$ cat config.mk
export PLATFORM = sky130hd
export DESIGN_NAME = spi_receive_con_flat
export DESIGN_NICKNAME = d
export VERILOG_FILES = /design/src/rtl/spi_receive_con_if.sv /design/src/rtl/spi_receive_con.sv /design/src/flat_wrapper.sv
export SDC_FILE = /design/constraint.sdc
export NUM_CORES = 1
export LEC_CHECK = 0
export CAP_MARGIN = 5
export CORE_MARGIN = 2
export CORE_UTILIZATION = 50
export DETAILED_ROUTE_END_ITERATION = 7
export PLACE_DENSITY = 0.83
export SLEW_MARGIN = 15
export SYNTH_ARGS = -nofsm -noshare
export SYNTH_HDL_FRONTEND = slang
export SYNTH_SLANG_ARGS = --single-unit
$ cat constraint.sdc
create_clock -name clk_in -period 4.16 [get_ports clk_in]
set_input_delay 0.624 -clock clk_in [delete_from_list [all_inputs] [get_ports clk_in]]
set_output_delay 0.624 -clock clk_in [all_outputs]
set_load 0.005 [all_outputs]
$ cat src/rtl/spi_receive_con_if.sv
// spi_receive_con_if: pixel-link pins from the peripheral sender plus the reassembled word outputs.
interface spi_receive_con_if #(
  parameter int DATA_WIDTH = 8,
  parameter int LINES      = 4
);
  logic [LINES-1:0]      chip_data_in;
  logic                  chip_clk_in;
  logic                  chip_sel_in;
  logic [DATA_WIDTH-1:0] data_out;
  logic                  data_valid_out;
  logic                  frame_err_out;
  logic                  busy_out;
  modport master (
    output chip_data_in, chip_clk_in, chip_sel_in,
    input  data_out, data_valid_out, frame_err_out, busy_out
  );
  modport slave (
    input  chip_data_in, chip_clk_in, chip_sel_in,
    output data_out, data_valid_out, frame_err_out, busy_out
  );
endinterface

$ cat src/rtl/spi_receive_con.sv
// spi_receive_con: synchronizes CS/DCLK/data and reassembles MSB-first beats into words.
module spi_receive_con #(
  parameter int DATA_WIDTH  = 8,
  parameter int LINES       = 4,
  parameter int SYNC_STAGES = 2,
  parameter int BEATS       = DATA_WIDTH / LINES,
  parameter int BEAT_SIZE   = $clog2(BEATS + 1)
) (
  input logic clk_in,
  input logic rst_n_in,
  spi_receive_con_if.slave bus
);
  typedef enum logic {IDLE, ACTIVE} state_e;
  state_e state_q, state_d;
  logic [SYNC_STAGES-1:0] clk_sync_q, cs_sync_q, fill_q;
  logic [SYNC_STAGES-1:0][LINES-1:0] data_sync_q;
  logic clk_prev_q, cs_prev_q, armed_q;
  logic [BEAT_SIZE-1:0] cnt_q, cnt_d;
  logic [DATA_WIDTH-1:0] shift_q, shift_d, shift_nx, word_q, word_d;
  logic valid_q, valid_d, err_q, err_d;
  logic dclk_s, cs_s, dclk_rise, cs_fall, cs_rise;
  logic [LINES-1:0] data_s;
  assign dclk_s    = clk_sync_q[SYNC_STAGES-1];
  assign cs_s      = cs_sync_q[SYNC_STAGES-1];
  assign data_s    = data_sync_q[SYNC_STAGES-1];
  assign dclk_rise = dclk_s & ~clk_prev_q;
  // A frame already in progress at reset release must not look like a fresh CS fall.
  assign cs_fall   = ~cs_s & cs_prev_q & armed_q;
  assign cs_rise   = cs_s & ~cs_prev_q;
  assign shift_nx  = (shift_q << LINES) | DATA_WIDTH'(data_s);
  always_ff @(posedge clk_in or negedge rst_n_in) begin
    if (!rst_n_in) begin
      clk_sync_q  <= '0;
      cs_sync_q   <= '1;
      data_sync_q <= '0;
      fill_q      <= '0;
      armed_q     <= 1'b0;
      clk_prev_q  <= 1'b0;
      cs_prev_q   <= 1'b1;
      state_q     <= IDLE;
      cnt_q       <= '0;
      shift_q     <= '0;
      word_q      <= '0;
      valid_q     <= 1'b0;
      err_q       <= 1'b0;
    end else begin
      clk_sync_q  <= {clk_sync_q[SYNC_STAGES-2:0], bus.chip_clk_in};
      cs_sync_q   <= {cs_sync_q[SYNC_STAGES-2:0], bus.chip_sel_in};
      data_sync_q <= {data_sync_q[SYNC_STAGES-2:0], bus.chip_data_in};
      fill_q      <= {fill_q[SYNC_STAGES-2:0], 1'b1};
      armed_q     <= armed_q | (fill_q[SYNC_STAGES-1] & cs_s);
      clk_prev_q  <= dclk_s;
      cs_prev_q   <= cs_s;
      state_q     <= state_d;
      cnt_q       <= cnt_d;
      shift_q     <= shift_d;
      word_q      <= word_d;
      valid_q     <= valid_d;
      err_q       <= err_d;
    end
  end
  always_comb begin
    state_d = state_q;
    cnt_d   = cnt_q;
    shift_d = shift_q;
    word_d  = word_q;
    valid_d = 1'b0;
    err_d   = 1'b0;
    if (state_q == IDLE) begin
      if (cs_fall) begin
        state_d = ACTIVE;
        cnt_d   = '0;
        shift_d = '0;
      end
    end else if (cs_rise) begin
      state_d = IDLE;
      err_d   = cnt_q != '0;
      cnt_d   = '0;
    end else if (dclk_rise && !cs_s) begin
      shift_d = shift_nx;
      valid_d = cnt_q == BEAT_SIZE'(BEATS - 1);
      word_d  = valid_d ? shift_nx : word_q;
      cnt_d   = valid_d ? '0 : cnt_q + 1'b1;
    end
  end
  assign bus.data_out       = word_q;
  assign bus.data_valid_out = valid_q;
  assign bus.frame_err_out  = err_q;
  assign bus.busy_out       = state_q == ACTIVE;
endmodule
$ cat src/flat_wrapper.sv
// flat-port wrapper written by rule: the top's interface ports become plain ports
module spi_receive_con_flat 
#(
  parameter int DATA_WIDTH  = 8,
  parameter int LINES       = 4,
  parameter int SYNC_STAGES = 2,
  parameter int BEATS       = DATA_WIDTH / LINES,
  parameter int BEAT_SIZE   = $clog2(BEATS + 1)
)
  (clk_in, rst_n_in, bus_chip_data_in, bus_chip_clk_in, bus_chip_sel_in, bus_data_out, bus_data_valid_out, bus_frame_err_out, bus_busy_out);
  spi_receive_con_if #(.DATA_WIDTH(DATA_WIDTH), .LINES(LINES)) bus_i ();
  input logic clk_in;
  input logic rst_n_in;
  input wire logic [$bits(bus_i.chip_data_in)-1:0] bus_chip_data_in;
  input wire logic [$bits(bus_i.chip_clk_in)-1:0] bus_chip_clk_in;
  input wire logic [$bits(bus_i.chip_sel_in)-1:0] bus_chip_sel_in;
  output wire logic [$bits(bus_i.data_out)-1:0] bus_data_out;
  output wire logic [$bits(bus_i.data_valid_out)-1:0] bus_data_valid_out;
  output wire logic [$bits(bus_i.frame_err_out)-1:0] bus_frame_err_out;
  output wire logic [$bits(bus_i.busy_out)-1:0] bus_busy_out;
  assign bus_i.chip_data_in = bus_chip_data_in;
  assign bus_i.chip_clk_in = bus_chip_clk_in;
  assign bus_i.chip_sel_in = bus_chip_sel_in;
  assign bus_data_out = bus_i.data_out;
  assign bus_data_valid_out = bus_i.data_valid_out;
  assign bus_frame_err_out = bus_i.frame_err_out;
  assign bus_busy_out = bus_i.busy_out;
  spi_receive_con #(.DATA_WIDTH(DATA_WIDTH), .LINES(LINES), .SYNC_STAGES(SYNC_STAGES), .BEATS(BEATS), .BEAT_SIZE(BEAT_SIZE)) u_core (.clk_in(clk_in), .rst_n_in(rst_n_in), .bus(bus_i));
endmodule
* Word-level counts from Yosys, hierarchy flattened
Index checks and enable logic that the tools add are counted.
Word-level totals: RAM bits 0, flip-flop bits (word level) 34, memories kept 0, bits in read-only memories 0, latch bits 0, bits of input ports 8, logic and storage cells 54, output and inout port bits 11
Operators by class: reductions and logical operators 7, divide/modulo/power cells 0, order comparisons 0, equal/unequal tests 4, shifts and indexed selects 0, multiply operators 0, add/subtract/negate cells 1, bitwise gates (word level) 11, muxes and demuxes 17
Operators by type and width (number):
- two-way mux 4 bit | 4
- two-way mux 2 bit | 5
- two-way mux 1 bit | 8
- OR 8 x 4 -> 8 bit | 1
- AND 1 bit | 5
- inequality test 2 bit, second input constant | 2
- inverter 1 bit | 4
- AND reduction 4 bit | 1
- nonzero test 2 bit | 2
- inequality test 3 bit, second input constant | 1
- AND reduction 3 bit | 1
- adder 2 x 1 -> 2 bit, second input constant | 1
- equality test 2 x 1 -> 1 bit, second input constant | 1
- AND reduction 2 bit | 1
- logical AND 1 bit | 1
- logical NOT 1 bit | 1
- OR 1 bit | 1

* Logic depth before layout (Yosys ltp)
depth after elaboration 6, depth in mapped cells 4, mapped depth without buffers 3

* Least setup slack after synthesis
OpenSTA, ideal clock, no wires.
path type register to register, from reg u_core.cs_sync_q[1], to reg u_core.word_q[1], in the netlist u_core.bus.data_out[1], cell stages (with the launch flop) 4, period minus slack after synthesis 1.388 ns, arrival time 1.263 ns, buffers on the path 0, slack 2.772 ns, cells stage by stage dfstp_2 > and4bb_4 > nand3b_4 > mux2_2
On the way: cells in the longest elaborated chain, start to end 3
RTL lines:
- start, declared | line spi_receive_con.sv:15 | logic [SYNC_STAGES-1:0] clk_sync_q, cs_sync_q, fill_q;
- start signal, assigned | line spi_receive_con.sv:48 | cs_sync_q <= {cs_sync_q[SYNC_STAGES-2:0], bus.chip_sel_in};
- AND 1 bit or logical NOT 1 bit (tied branches) | line spi_receive_con.sv:29, spi_receive_con.sv:79
- inverter 1 bit (no source line) or logical AND 1 bit (tied branches)
- AND reduction 4 bit (no source line) (*)
- end signal, assigned | line spi_receive_con.sv:57 | word_q <= word_d;
- end, declared | line spi_receive_con.sv:19 | logic [DATA_WIDTH-1:0] shift_q, shift_d, shift_nx, word_q, word_d;
Mark *: on every way between the ends. The rest lies on a longest branch, timed or not. A chain may end at the register's enable or synchronous reset.

* Final worst setup path
from reg u_core.state_q, in the netlist u_core.bus.busy_out, to out bus_busy_out
RTL lines:
- start, declared | line spi_receive_con.sv:14 | state_e state_q, state_d;
- start signal, assigned | line spi_receive_con.sv:54 | state_q <= state_d;
- end, declared | line flat_wrapper.sv:20 | output wire logic [$bits(bus_i.busy_out)-1:0] bus_busy_out;
No word-level cell between the ends.

==> summary.md <==
| Metric | Value |
|---|---|
| Clock Power Share | `about 27%` |
| Adder-Cell Fraction of Synth Area | `0%` |
| Fin cells | `roughly 120` |
| Yosys warning total | `0` |
| CP arrival | `approximately 1400 ps` |
| Most frequent cells in the layout | `31 x dfrtp_1, 18 x clkdlybuf4s50_1, 5 x mux2_2, 5 x clkbuf_4` |
| RePlAce Congestion | `0.797` |
| Commonest non-fill, non-tap cell in the layout | `dfrtp_1` |
| Switching Share | `22.0%` |
| HP Class | `reg2reg` |
| Ys async rst share | `100%` |
| Placed cell area | `1380 sq um` |
| Register area share after synthesis | `73.7%` |
| Max_cap viols | `0` |
| Syn-to-layout area delta | `23.7%` |
| Flop pwr share | `between 50% and 60%` |
| Postcts setup bufs | `0` |
| CP max stage cell | `clkdlybuf4s50_1` |
| FP Rows | `17` |
| First-pass GRT wire length | `2.64 mm` |
| Crit-path max FO | `9` |
| Core Util, Final | `64.9%` |
| Final Skew | `roughly 5.5 ps` |
| DR iter-0 viols | `2` |
| Critical path endpoint category | `output port` |
| Final setup viols | `0` |
| Clk sinks | `34` |
| Antenna diodes | `0` |
| Fin crit period | `1980 ps` |
| Drt wl/cell | `12.4 um` |
| CTS H-tree depth | `2` |
| Vias in the first global route | `about 590` |
| Ys flop type | `dfrtp_1` |
| Largest net degree at the start of global routing | `35` |
| Post-layout net count | `103` |
| Met3 wire length | `just over 80 um` |
| Synth Area in XOR/XNOR | `0.755%` |
| Synth Area in Compound Gates | `8.20%` |
| Die area | `2720 sq um` |
| Remaining DRCs | `0` |
| Worst path top cell family by delay | `buffers and inverters` |
| Fin. max-slew vios | `0` |
| Clock buffer depth | `2` |
| Placed Instances | `116` |
| DR vias | `around 630` |
| Skew-Pair Late Insertion Delay | `approximately 310 ps` |
| Die X | `52.2 um` |
| RSZ-0062 raised after global routing | `no` |
| Wl on met1 | `slightly above 700 um` |
| Worst vdd ir | `0.000311 V` |
| Setup_tns | `0 ps` |
| Post-route antenna net violation count | `0` |
| First-pass DRT Iterations | `4` |
| Starting Density | `52.4%` |
| Buf/Inv on CP | `1` |
| # port buffers | `18` |
| Simple-Gate Fraction of Synth Area | `roughly 6.7%` |
| Int Power | `0.000506 W` |
| Fin. Hold Viols | `0` |
| Final instance area | `1440 sq um` |
| Crit-path cells | `clkdlybuf4s50_1` |
| Core footprint | `roughly 2200 sq um` |
| Initial antenna violation count | `0` |
| Comb power frac | `13.5%` |
| WP data required | `about 3500 ps` |
| WL met2 | `716 um` |
| Main combinational cell family by area after synthesis | `multiplexers` |
| Synth Cell Area | `1160 sq um` |
| Synthesized net count | `78` |
| Power Dens Cells | `452 nW/um^2` |
| Synthesized area per cell | `16.6 sq um` |
| Layout cells sized above 1 | `roughly 28%` |
| Top sig layer | `met4` |
| Leakage power | `0.692 nW` |
| Total wire length | `1.54 mm` |
| Post-CTS Hold Fix Bufs | `0` |
| Io pins | `19` |
| Status | `completed` |
| All-Layer GR Usage | `roughly 14%` |
| Total CTS buffers | `5` |
| PostCTS Resize Cnt | `0` |
| Fill cells | `169` |
| Root buffer cell | `clkbuf_4` |
| TritonCTS clock tree | `done` |
| Final period util | `47.6%` |
| Seq cells post-synth | `34` |
| Crit start category | `register` |
| Critical path type | `reg2out` |
| Achievable clock frequency | `505 MHz` |
| Clock-pin transition on the worst setup and hold timing paths | `about 90 ps` |
| HPWL after DPL | `1.03 mm` |
| Vias per cell | `5.06` |
| EDFF count, synth | `0` |
| Multiplexer share of the synthesized area | `8.74%` |
| Die Height | `52.2 um` |
| Psw | `0.000143 W` |
| GRT overflow | `0` |
| Library cells used by synthesis | `22` |
| Slowest Stage Delay on Critical Path | `550 ps` |
| Mapped Cells | `70` |
[cell usage after synthesis, types with 3 or more instances]
library cell	n	area [sq um]
dfrtp_1	31	776
mux2_2	5	56.3
a22o_2	4	40.0
nor2_1	4	15.0
a21oi_1	3	15.0
dfstp_2	3	78.8
inv_1	3	11.3
mux2_4	3	45.0
[cell families (layout without fill, tap and decap cells)]
group	count (synthesis)	after routing
and+or+nand+nor	10	10
buffers and inverters	4	30
xor gates and xnor gates	1	1
other	1	1
AOI/OAI and AO/OA	12	12
DFF	34	34
muxes	8	8
[power by group through the flow]
| stage | registers (W) | clock network (W) | logic, W |
|---|---|---|---|
| floorplan | 0.000387 | 0 | 0.0000382 |
| global placement | 0.000390 | 0 | 0.0000869 |
| detailed placement | 0.000391 | 0 | 0.0000889 |
| CTS | 0.000385 | 0.000185 | 0.0000896 |
| global route | 0.000388 | 0.000204 | 0.0000966 |
| finish | 0.000384 | 0.000177 | 0.0000877 |
[cell type report]
cell class	count	area [sq um]	share of cell area (%)
Multi-Input combinational cell	32	287	20.0
Tap cell	28	35.0	2.44
Inverter	3	11.3	0.785
Clock inverter	1	5.00	0.349
Timing Repair Buffer	19	188	13.1
Clock buffer	7	55.1	3.84
Sequential cell	34	855	59.5
[worst paths after layout]
kind	startpoint	end	slack [ps]	cells past startpoint
setup / recovery	u_core.bus.busy_out	bus_busy_out	2180	1
hold / removal	u_core.fill_q[0]	u_core.fill_q[1]	350	0
setup reg to reg	u_core.cs_sync_q[1]	u_core.bus.data_out[3]	2670	3
hold reg to reg	u_core.fill_q[0]	u_core.fill_q[1]	350	0
max in group asynchronous	rst_n_in	u_core.cs_sync_q[1]	3120	2
min in group asynchronous	rst_n_in	u_core.bus.busy_out	700	2
[registers in the layout, summed over array words and instances, names as in the netlist]
register	count
u_core.bus.data_out	8
u_core.data_s	4
u_core.data_sync_q	4
u_core.shift_q	4
u_core.clk_sync_q	2
u_core.cnt_q	2
u_core.cs_sync_q	2
u_core.fill_q	2
u_core.armed_q	1
u_core.bus.busy_out	1
u_core.bus.data_valid_out	1
u_core.bus.frame_err_out	1
u_core.clk_prev_q	1
u_core.cs_prev_q	1
[per-stage QoR]
step                total power, W  hold WS [ps]  worst slack [ps]
global route              0.000689           367              2120
finish                    0.000649           354              2180
global placement          0.000477           332              2560
floorplan                 0.000426           328              2770
CTS                       0.000659           358              2170
detailed placement        0.000480           336              2520
[metal layers]
layer	vias to the layer above	GRT usage (%)
met2	18	18.8
met4	0	8.12
li1	290	-
met3	4	5.46
met5	-	0
met1	316	18.9
No activity file was read; power rests on OpenSTA's default activity.
